===== src/rtl/result_uart_tx_if.sv =====
// Bundle of the result-capture and UART status signals between the core side and result_uart_tx.
// The master drives result_in; the slave (the transmitter) drives the line and status outputs.
interface result_uart_tx_if #(
  parameter int FIFO_DEPTH = 4
);
  logic [15:0]                   result_in;
  logic                          tx;
  logic                          busy;
  logic                          overflow;
  logic [$clog2(FIFO_DEPTH):0]   fifo_count;

  modport master (
    output result_in,
    input  tx,
    input  busy,
    input  overflow,
    input  fifo_count
  );

  modport slave (
    input  result_in,
    output tx,
    output busy,
    output overflow,
    output fifo_count
  );
endinterface


===== src/rtl/result_uart_tx.sv =====
// Captures every change of the 16-bit result bus into a small FIFO and sends each word
// as two 8N1 UART frames, low byte first.
module result_uart_tx #(
  parameter int CLKS_PER_BIT = 16,
  parameter int FIFO_DEPTH   = 4
) (
  input  logic              clk,
  input  logic              reset,
  result_uart_tx_if.slave   port_if
);
  localparam int AW = $clog2(FIFO_DEPTH);
  localparam int CW = AW + 1;
  localparam int BW = $clog2(CLKS_PER_BIT);

  typedef enum logic [1:0] {IDLE, START, DATA, STOP} state_t;

  state_t          state_reg;
  logic [15:0]     last_q;
  logic [15:0]     mem [FIFO_DEPTH];
  logic [AW-1:0]   wr_ptr;
  logic [AW-1:0]   rd_ptr;
  logic [CW-1:0]   count_reg;
  logic            overflow_reg;
  logic [7:0]      shreg;
  logic [7:0]      word_hi;
  logic            byte_sel;
  logic [2:0]      bit_cnt;
  logic [BW-1:0]   baud_cnt;
  logic            tx_reg;

  logic push_req;
  logic pop;
  logic full;
  logic push_ok;
  logic baud_done;

  always_comb begin
    push_req  = (port_if.result_in != last_q);
    pop       = (state_reg == IDLE) && (count_reg != '0);
    full      = (count_reg == CW'(FIFO_DEPTH));
    // A full FIFO still takes a push when the transmitter frees a slot on the same edge
    push_ok   = push_req && (!full || pop);
    baud_done = (baud_cnt == BW'(CLKS_PER_BIT - 1));
  end

  always_ff @(posedge clk) begin
    if (!reset && push_ok)
      mem[wr_ptr] <= port_if.result_in;
  end

  always_ff @(posedge clk) begin
    if (reset) begin
      last_q       <= '0;
      wr_ptr       <= '0;
      rd_ptr       <= '0;
      count_reg    <= '0;
      overflow_reg <= 1'b0;
    end else begin
      if (push_req)
        last_q <= port_if.result_in;
      if (push_req && !push_ok)
        overflow_reg <= 1'b1;
      if (push_ok)
        wr_ptr <= wr_ptr + 1'b1;
      if (pop)
        rd_ptr <= rd_ptr + 1'b1;
      case ({push_ok, pop})
        2'b10:   count_reg <= count_reg + 1'b1;
        2'b01:   count_reg <= count_reg - 1'b1;
        default: count_reg <= count_reg;
      endcase
    end
  end

  always_ff @(posedge clk) begin
    if (reset) begin
      state_reg <= IDLE;
      tx_reg    <= 1'b1;
      shreg     <= '0;
      word_hi   <= '0;
      byte_sel  <= 1'b0;
      bit_cnt   <= '0;
      baud_cnt  <= '0;
    end else begin
      case (state_reg)
        IDLE: begin
          tx_reg <= 1'b1;
          if (pop) begin
            shreg     <= mem[rd_ptr][7:0];
            word_hi   <= mem[rd_ptr][15:8];
            byte_sel  <= 1'b0;
            baud_cnt  <= '0;
            tx_reg    <= 1'b0;
            state_reg <= START;
          end
        end
        START: begin
          if (baud_done) begin
            baud_cnt  <= '0;
            bit_cnt   <= '0;
            tx_reg    <= shreg[0];
            state_reg <= DATA;
          end else begin
            baud_cnt <= baud_cnt + 1'b1;
          end
        end
        DATA: begin
          if (baud_done) begin
            baud_cnt <= '0;
            if (bit_cnt == 3'd7) begin
              tx_reg    <= 1'b1;
              state_reg <= STOP;
            end else begin
              // shreg shifts right so the next bit to send is always at [1]
              bit_cnt <= bit_cnt + 1'b1;
              tx_reg  <= shreg[1];
              shreg   <= {1'b0, shreg[7:1]};
            end
          end else begin
            baud_cnt <= baud_cnt + 1'b1;
          end
        end
        STOP: begin
          if (baud_done) begin
            baud_cnt <= '0;
            if (!byte_sel) begin
              shreg     <= word_hi;
              byte_sel  <= 1'b1;
              tx_reg    <= 1'b0;
              state_reg <= START;
            end else begin
              state_reg <= IDLE;
            end
          end else begin
            baud_cnt <= baud_cnt + 1'b1;
          end
        end
        default: state_reg <= IDLE;
      endcase
    end
  end

  assign port_if.tx         = tx_reg;
  assign port_if.busy       = (state_reg != IDLE) || (count_reg != '0);
  assign port_if.overflow   = overflow_reg;
  assign port_if.fifo_count = count_reg;
endmodule


===== src/flat_wrapper.sv =====
// flat-port wrapper written by rule: the top's interface ports become plain ports
module result_uart_tx_flat 
#(
  parameter int CLKS_PER_BIT = 16,
  parameter int FIFO_DEPTH   = 4
)
  (clk, reset, port_if_result_in, port_if_tx, port_if_busy, port_if_overflow, port_if_fifo_count);
  result_uart_tx_if #(.FIFO_DEPTH(FIFO_DEPTH)) port_if_i ();
  input  logic clk;
  input  logic reset;
  input wire logic [$bits(port_if_i.result_in)-1:0] port_if_result_in;
  output wire logic [$bits(port_if_i.tx)-1:0] port_if_tx;
  output wire logic [$bits(port_if_i.busy)-1:0] port_if_busy;
  output wire logic [$bits(port_if_i.overflow)-1:0] port_if_overflow;
  output wire logic [$bits(port_if_i.fifo_count)-1:0] port_if_fifo_count;
  assign port_if_i.result_in = port_if_result_in;
  assign port_if_tx = port_if_i.tx;
  assign port_if_busy = port_if_i.busy;
  assign port_if_overflow = port_if_i.overflow;
  assign port_if_fifo_count = port_if_i.fifo_count;
  result_uart_tx #(.CLKS_PER_BIT(CLKS_PER_BIT), .FIFO_DEPTH(FIFO_DEPTH)) u_core (.clk(clk), .reset(reset), .port_if(port_if_i));
endmodule

===== config.mk =====
export PLATFORM = sky130hd
export DESIGN_NAME = result_uart_tx_flat
export DESIGN_NICKNAME = d
export VERILOG_FILES = /design/src/rtl/result_uart_tx_if.sv /design/src/rtl/result_uart_tx.sv /design/src/flat_wrapper.sv
export SDC_FILE = /design/constraint.sdc
export NUM_CORES = 1
export LEC_CHECK = 0
export ABC_AREA = 1
export BUFFER_PORTS_ARGS = -buffer_cell sky130_fd_sc_hd__buf_2
export CORE_MARGIN = 5
export CORE_UTILIZATION = 65
export CTS_BUF_LIST = sky130_fd_sc_hd__clkbuf_8
export DETAILED_ROUTE_END_ITERATION = 10
export HOLD_SLACK_MARGIN = 0.12
export PLACE_DENSITY = 0.9
export SYNTH_ARGS = -nofsm -noshare
export SYNTH_HDL_FRONTEND = slang
export SYNTH_SLANG_ARGS = --single-unit

===== constraint.sdc =====
create_clock -name clk -period 4.6 [get_ports clk]
set_input_delay 0 -clock clk [delete_from_list [all_inputs] [get_ports clk]]
set_output_delay 0 -clock clk [all_outputs]
set_load 0.01 [all_outputs]

==> key figures, run 1 <==
Outcome
  • Outcome: completed

Critical path
  • R2R Path End: u_core.shreg[3]$_SDFFE_PP0P_
  • CP Capture Point: u_core.shreg[3]$_SDFFE_PP0P_
  • Crit start category: flop
  • Worst setup path start: u_core.state_reg[0]$_SDFFE_PP0P_
  • Worst path slowest cell: nor4_4
  • CP arrival: 2.82 ns
  • Critical path endpoint category: flop
  • Buffers and inverters on the worst path: 3
  • R2R setup slack: 2.11 ns
  • CP Data Required Time: 4.94 ns
  • Cell Chain, Critical Path: inv_1 > ha_1 > nor2_2 > inv_2 > nand2_2 > inv_2 > nor4_4 > o21ai_0 > a31oi_1
  • FF-to-FF Start: u_core.state_reg[0]$_SDFFE_PP0P_
  • Crit path max-delay family: simple AND/OR/NAND/NOR gates
  • CP Max Fanout: 16
  • CP max stage delay: 0.63 ns
  • R2R cell count: 9
  • Cell mode on critical path: inv_2
  • Critical path depth: 9
  • Worst Setup Path Type: reg2reg

Floorplan
  • Die Wd: 97.1 um
  • I/O pin count: 24
  • Die area: 9420 um2
  • Core ar.: 7330 um2
  • Effective utilization at floorplan: 0.672
  • Row count: 31
  • DIE HEIGHT: 97.1 um

STA
  • RSZ-0062 raised after global routing: false
  • FMAX: 0.402 GHz
  • Slew Viols, Final: 0
  • Final period utilization: 0.540
  • Final-report setup violation count: 0
  • Worst slew pin tran: 0.838 ns
  • Worst slew margin: 0.441
  • Final Hold Vio Count: 0
  • Setup Skew: 0.0170 ns
  • Setup tns final: 0 ns
  • Post-layout minimum cycle time: 2.49 ns

Synth
  • Mapped Cells: 519
  • Post-Synth Adder-Cell Area: 0.0371
  • Post-synthesis area per instance: 9.49 um2
  • Largest family of logic cells by synthesized area: simple AND/OR/NAND/NOR gates
  • Post-synth EDFFs: 64
  • Synth Area in XOR/XNOR: 0.00178
  • Sequential share of the synthesized area: 0.605
  • Yosys reg bits: 117
  • Simple-gate share of the synthesized area: 0.159
  • Main synth FF type: edfxtp_1
  • Compound-Gate Fraction of Synth Area: 0.129
  • Syn Nets: 551
  • Synth cell types: 32
  • Post-Syn Area: 4930 um2
  • Post-synth ARST share: 0
  • Multiplexer share of the synthesized area: 0
  • Synth warn: 0

Route
  • Initial DRC Count: 352
  • Detail Route Antenna Nets: 0
  • Vias: 3826
  • WL final: 11200 um
  • Residual DRC count: 0
  • WL per Instance: 16.5 um
  • Initial DRT Pass Iterations: 5
  • DR vias/cell: 5.67

Finish
  • Proportion of layout cells with a drive suffix above 1: 0.120
  • Reg with most FFs: u_core.mem
  • Fin nets: 595
  • Number of antenna diodes: 0
  • Max reg flops: 64
  • Layout area overhead: 15.6%
  • Most frequent cells in the layout: nand2_1, nor2_1, edfxtp_1
  • Commonest non-fill, non-tap cell in the layout: nand2_1
  • Regs by FF count: u_core.mem x64, u_core.last_q x16
  • Final core utilization: 0.777

GRT
  • Global Route Usage Sum: 0.247
  • Number of global-route vias before repair: 3868
  • Remaining global-route overflow: 0
  • Initial antenna violation count: 0
  • Largest net degree at the start of global routing: 35
  • First-pass GRT wire length: 18500 um

CTS
  • PostCTS Resize Cnt: 0
  • Clock sinks: 117
  • Clock Path Buffers: 2
  • CTS tree: done
  • Worst skew pair latency: 0.43 ns
  • Cts bufs inserted: 17
  • Root buf cell: clkbuf_8
  • Reg clk slew, reported paths: 0.08 ns
  • CTS H-tree depth: 4

Run
  • Max Cap Viol: 0

Power and ir drop
  • Max IR drop VDD: 371 uV
  • Power Density: 550 nW/um2
  • Pleak: 2.38 nW

Placement
  • DP HPWL: 6830 um
  • GP Congestion: 0.796
  • Port-buffer cells: 23

Hold path
  • Worst Hold Class: in2reg
[power by group]
| group | total (mW) | switching (mW) | internal [mW] |
|---|---|---|---|
| registers | 1.34 | 0.0957 | 1.25 |
| clock network | 0.950 | 0.435 | 0.515 |
| logic | 0.842 | 0.562 | 0.280 |
| total | 3.13 | 1.09 | 2.04 |
[worst min-delay path by stage]
stage / cells after the start / to / start / slack (ns)
after floorplan: 0 / u_core.mem[0][0]$_DFFE_PP_ / port_if_result_in[0] / 0.1
after global placement: 1 / u_core.mem[2][14]$_DFFE_PP_ / port_if_result_in[14] / 0.24
after detailed placement: 1 / u_core.mem[2][7]$_DFFE_PP_ / port_if_result_in[7] / 0.25
after CTS: 2 / u_core.mem[2][7]$_DFFE_PP_ / port_if_result_in[7] / 0.33
after global routing: 2 / u_core.mem[2][5]$_DFFE_PP_ / port_if_result_in[5] / 0.35
final: 2 / u_core.mem[0][5]$_DFFE_PP_ / port_if_result_in[5] / 0.36
[through the flow]
step / setup WS, ns / hold slack (ns) / power (mW) / std cells / area, um2
finish: 2.11 / 0.357 / 3.13 / 675 / 5700
global route: 1.90 / 0.351 / 3.31 / 675 / 5700
CTS: 2.17 / 0.329 / 3.13 / 675 / 5700
detailed placement: 2.19 / 0.251 / 2.16 / 626 / 5110
global placement: 2.32 / 0.241 / 2.11 / 626 / 5110
floorplan: 2.51 / 0.0989 / 1.96 / 519 / 4930
[layout make-up]
| cell class | count | area, um2 |
|---|---|---|
| clock inverters | 13 | 149 |
| flip-flops and latches | 117 | 2980 |
| clock buffers | 19 | 262 |
| inverters | 65 | 244 |
| fillers | 429 | 1640 |
| multi-input cells | 317 | 1610 |
| well taps | 99 | 124 |
| repair buffers | 45 | 323 |
[synthesized netlist by cell type (all sizes together) (2+ instances only)]
master	n	area share
dfxtp	53	0.22
ha	13	0.033
edfxtp	64	0.39
o21ai	48	0.050
a221o	6	0.012
clkbuf	13	0.0099
a31oi	15	0.019
a21oi	33	0.034
a22o	6	0.011
nand3b	2	0.0030
inv	64	0.049
nand2	91	0.070
nand4	2	0.0025
buf	7	0.0081
nand3	15	0.016
nor2	78	0.060
[cells by family after synthesis]
kind of cell / count (synthesis)
compound gates: 110
xor+xnor: 1
fa+ha+maj: 14
buf+inv: 85
flops: 117
simple gates: 192
[per-layer routing]
layer	vias up	wire (um)	share of wire	GRT usage
li1	1819	-	-	-
met1	1798	4370	0.39	0.291
met2	175	5740	0.51	0.433
met3	34	703	0.063	0.0567
met4	0	344	0.031	0.106
met5	-	0	0	0
[what timing repair did]
item,in CTS,in global routing
hold buffers,17,0
setup buffers,0,0
setup endpoints to repair,0,0
endpoints found under the hold margin,87,0
(Power assumes the default switching activity.)
==> run 2: changes to the inputs <==
--- a/config.mk
+++ b/config.mk
@@ -8,11 +8,11 @@
 export ABC_AREA = 1
 export BUFFER_PORTS_ARGS = -buffer_cell sky130_fd_sc_hd__buf_2
 export CORE_MARGIN = 5
-export CORE_UTILIZATION = 65
+export CORE_UTILIZATION = 63
 export CTS_BUF_LIST = sky130_fd_sc_hd__clkbuf_8
 export DETAILED_ROUTE_END_ITERATION = 10
 export HOLD_SLACK_MARGIN = 0.12
-export PLACE_DENSITY = 0.9
+export PLACE_DENSITY = 0.88
 export SYNTH_ARGS = -nofsm -noshare
 export SYNTH_HDL_FRONTEND = slang
 export SYNTH_SLANG_ARGS = --single-unit
==> constraint.sdc (replaced) <==
create_clock -name clk -period 2.5 [get_ports clk]
set_input_delay 0 -clock clk [delete_from_list [all_inputs] [get_ports clk]]
set_output_delay 0 -clock clk [all_outputs]
set_load 0.01 [all_outputs]
==> run 2 against run 1 <==
Net effect: core utilization shrank 3.0 points; global-route usage grew 0.12 points; non-clock buffer count grew 6; worst setup slack lost 1.8 ns; register-to-register slack lost 1.8 ns; die area grew 2.8%; hold slack lost 0.0034 ns; largest cell class unchanged; largest power group unchanged; highest routed layer unchanged.
==> key figures, run 2 (synthesis gave the netlist of run 1 again) <==
Outcome
  • Outcome: completed

STA
  • RSZ-0062 raised after global routing: false
  • Minimum hold slack: 0.353 ns
  • Final-report setup violation count: 0
  • Worst slew pin tran: 0.596 ns
  • Worst slew margin: 0.603
  • Final Hold Vio Count: 0
  • FMAX: 0.458 GHz
  • Setup tns final: 0 ns
  • Final period utilization: 0.873
  • Slew Viols, Final: 0
  • Setup Skew: 0.0163 ns
  • Post-layout minimum cycle time: 2.18 ns

CTS
  • Postcts setup bufs: 0
  • Clock sinks: 117
  • Worst skew pair latency: 0.43 ns
  • PostCTS Resize Cnt: 0
  • Root buf cell: clkbuf_8
  • Reg clk slew, reported paths: 0.08 ns
  • CTS tree: done
  • Clock Path Buffers: 2
  • CTS H-tree depth: 4
  • Cts bufs inserted: 17

Finish
  • Commonest non-fill, non-tap cell in the layout: nand2_1
  • Number of antenna diodes: 0
  • Final Instance Area: 5740 um2
  • Max reg flops: 64
  • Reg with most FFs: u_core.mem
  • Sequential cell area: 2980 um2
  • Most frequent cells in the layout: nand2_1, nor2_1, edfxtp_1
  • Multi-input logic area: 1610 um2
  • Proportion of layout cells with a drive suffix above 1: 0.125
  • Layout area overhead: 16.5%
  • Regs by FF count: u_core.mem x64, u_core.last_q x16
  • Fillers: 520
  • Fin nets: 601

Power and ir drop
  • Power Density: 1030 nW/um2
  • Max IR drop VDD: 615 uV
  • Pleak: 2.42 nW

GRT
  • Largest net degree at the start of global routing: 34
  • Remaining global-route overflow: 0
  • Initial antenna violation count: 0
  • First-pass GRT wire length: 18900 um
  • Global Route Usage Sum: 0.249
  • Number of global-route vias before repair: 4003

Critical path
  • Worst path slowest cell: dfxtp_1
  • Crit start category: flop
  • R2R Path End: u_core.port_if.fifo_count[2]$_SDFFE_PP0P_
  • Buffers and inverters on the worst path: 4
  • R2R setup slack: 0.32 ns
  • CP Max Fanout: 7
  • Critical path endpoint category: flop
  • R2R cell count: 11
  • Crit path max-delay family: adder cells
  • Cell Chain, Critical Path: inv_1 > ha_1 > nand2_1 > inv_1 > nand3_1 > inv_1 > fa_1 > inv_1 > nand4_1 > a21oi_1 > nor2_1
  • CP arrival: 2.50 ns
  • FF-to-FF Start: u_core.state_reg[0]$_SDFFE_PP0P_
  • Worst Setup Path Type: reg2reg
  • CP Data Required Time: 2.82 ns
  • CP max stage delay: 0.46 ns
  • Cell mode on critical path: inv_1

Floorplan
  • I/O pin count: 24
  • Die Wd: 98.4 um
  • Row count: 32
  • Die area: 9690 um2
  • DIE HEIGHT: 98.4 um
  • Effective utilization at floorplan: 0.641
  • Core ar.: 7690 um2

Route
  • Initial DRC Count: 368
  • Residual DRC count: 0
  • Vias: 3896
  • Initial DRT Pass Iterations: 5
  • WL per Instance: 16.8 um
  • DR vias/cell: 5.70
  • Detail Route Antenna Nets: 0
  • WL final: 11500 um

Hold path
  • Hold Crit Depth: 2
  • Hold_sp: port_if_result_in[7]
  • Worst Hold Class: in2reg
  • Hold path endpoint: u_core.mem[2][7]$_DFFE_PP_

Placement
  • Dpl cell area: 5160 um2
  • Port-buffer cells: 23
  • GP Congestion: 0.823
  • DP HPWL: 6930 um

Run
  • Max Cap Viol: 0
-- run 2: changes by cell type in the layout (fill, tap and decap cells not counted) --
cell,before,now
bufinv_16,2,3
clkbuf_8,19,18
clkinv_1,1,3
clkinvlp_4,6,2
inv_6,2,1
clkinv_2,0,4
clkinv_4,3,2
buf_4,5,11
-- run 2: how the worst max path moves through the flow --
stage | startpoint | end | slack, ns | cells past startpoint
finish | u_core.state_reg[0]$_SDFFE_PP0P_ | u_core.port_if.fifo_count[2]$_SDFFE_PP0P_ | 0.32 | 11
detailed placement | u_core.state_reg[0]$_SDFFE_PP0P_ | u_core.port_if.fifo_count[2]$_SDFFE_PP0P_ | 0.40 | 11
global route | u_core.state_reg[0]$_SDFFE_PP0P_ | u_core.shreg[3]$_SDFFE_PP0P_ | 0.20 | 10
CTS | u_core.state_reg[0]$_SDFFE_PP0P_ | u_core.shreg[3]$_SDFFE_PP0P_ | 0.35 | 10
floorplan | u_core.state_reg[1]$_SDFFE_PP0P_ | u_core.mem[0][0]$_DFFE_PP_ | 0.41 | 6
global placement | u_core.state_reg[0]$_SDFFE_PP0P_ | u_core.shreg[0]$_SDFFE_PP0P_ | 0.53 | 10
-- run 2: what timing repair did --
| item | CTS | global route |
|---|---|---|
| hold buffers | 17 | 0 |
| endpoints found under the setup margin | 0 | 0 |
| endpoints found under the hold margin | 87 | 0 |
-- run 2: per-layer routing --
| metal | GRT usage | vias up | wire length [um] |
|---|---|---|---|
| li1 | - | 1833 | - |
| met1 | 0.300 | 1825 | 4450 |
| met2 | 0.418 | 204 | 5770 |
| met3 | 0.0566 | 34 | 901 |
| met4 | 0.129 | 0 | 333 |
| met5 | 0 | - | 0 |
-- run 2: area by class of cell --
cell class | instances | share of cell area
sequential | 117 | 0.520
multi-input combinational | 317 | 0.281
timing repair buffer | 51 | 0.0641
clock buffer | 18 | 0.0432
inverter | 65 | 0.0425
clock inverter | 14 | 0.0277
tap | 102 | 0.0222
-- run 2: per-stage QoR --
| stage | utilization | total power [mW] | setup slack (ns) | instances |
|---|---|---|---|---|
| finish | 0.747 | 5.89 | 0.317 | 684 |
| global route | 0.747 | 6.22 | 0.204 | 684 |
| CTS | 0.747 | 5.87 | 0.354 | 684 |
| detailed placement | 0.672 | 4.07 | 0.400 | 635 |
| global placement | 0.672 | 3.97 | 0.534 | 635 |
| floorplan | - | 3.61 | 0.414 | 519 |
-- run 2: report_power, final --
| part | total (mW) | leakage, nW | switching, mW | internal (mW) |
|---|---|---|---|---|
| combinational | 1.68 | 1.19 | 1.10 | 0.577 |
| clock | 1.76 | 0.204 | 0.759 | 1.00 |
| sequential | 2.45 | 1.03 | 0.158 | 2.29 |
| total | 5.89 | 2.42 | 2.02 | 3.87 |
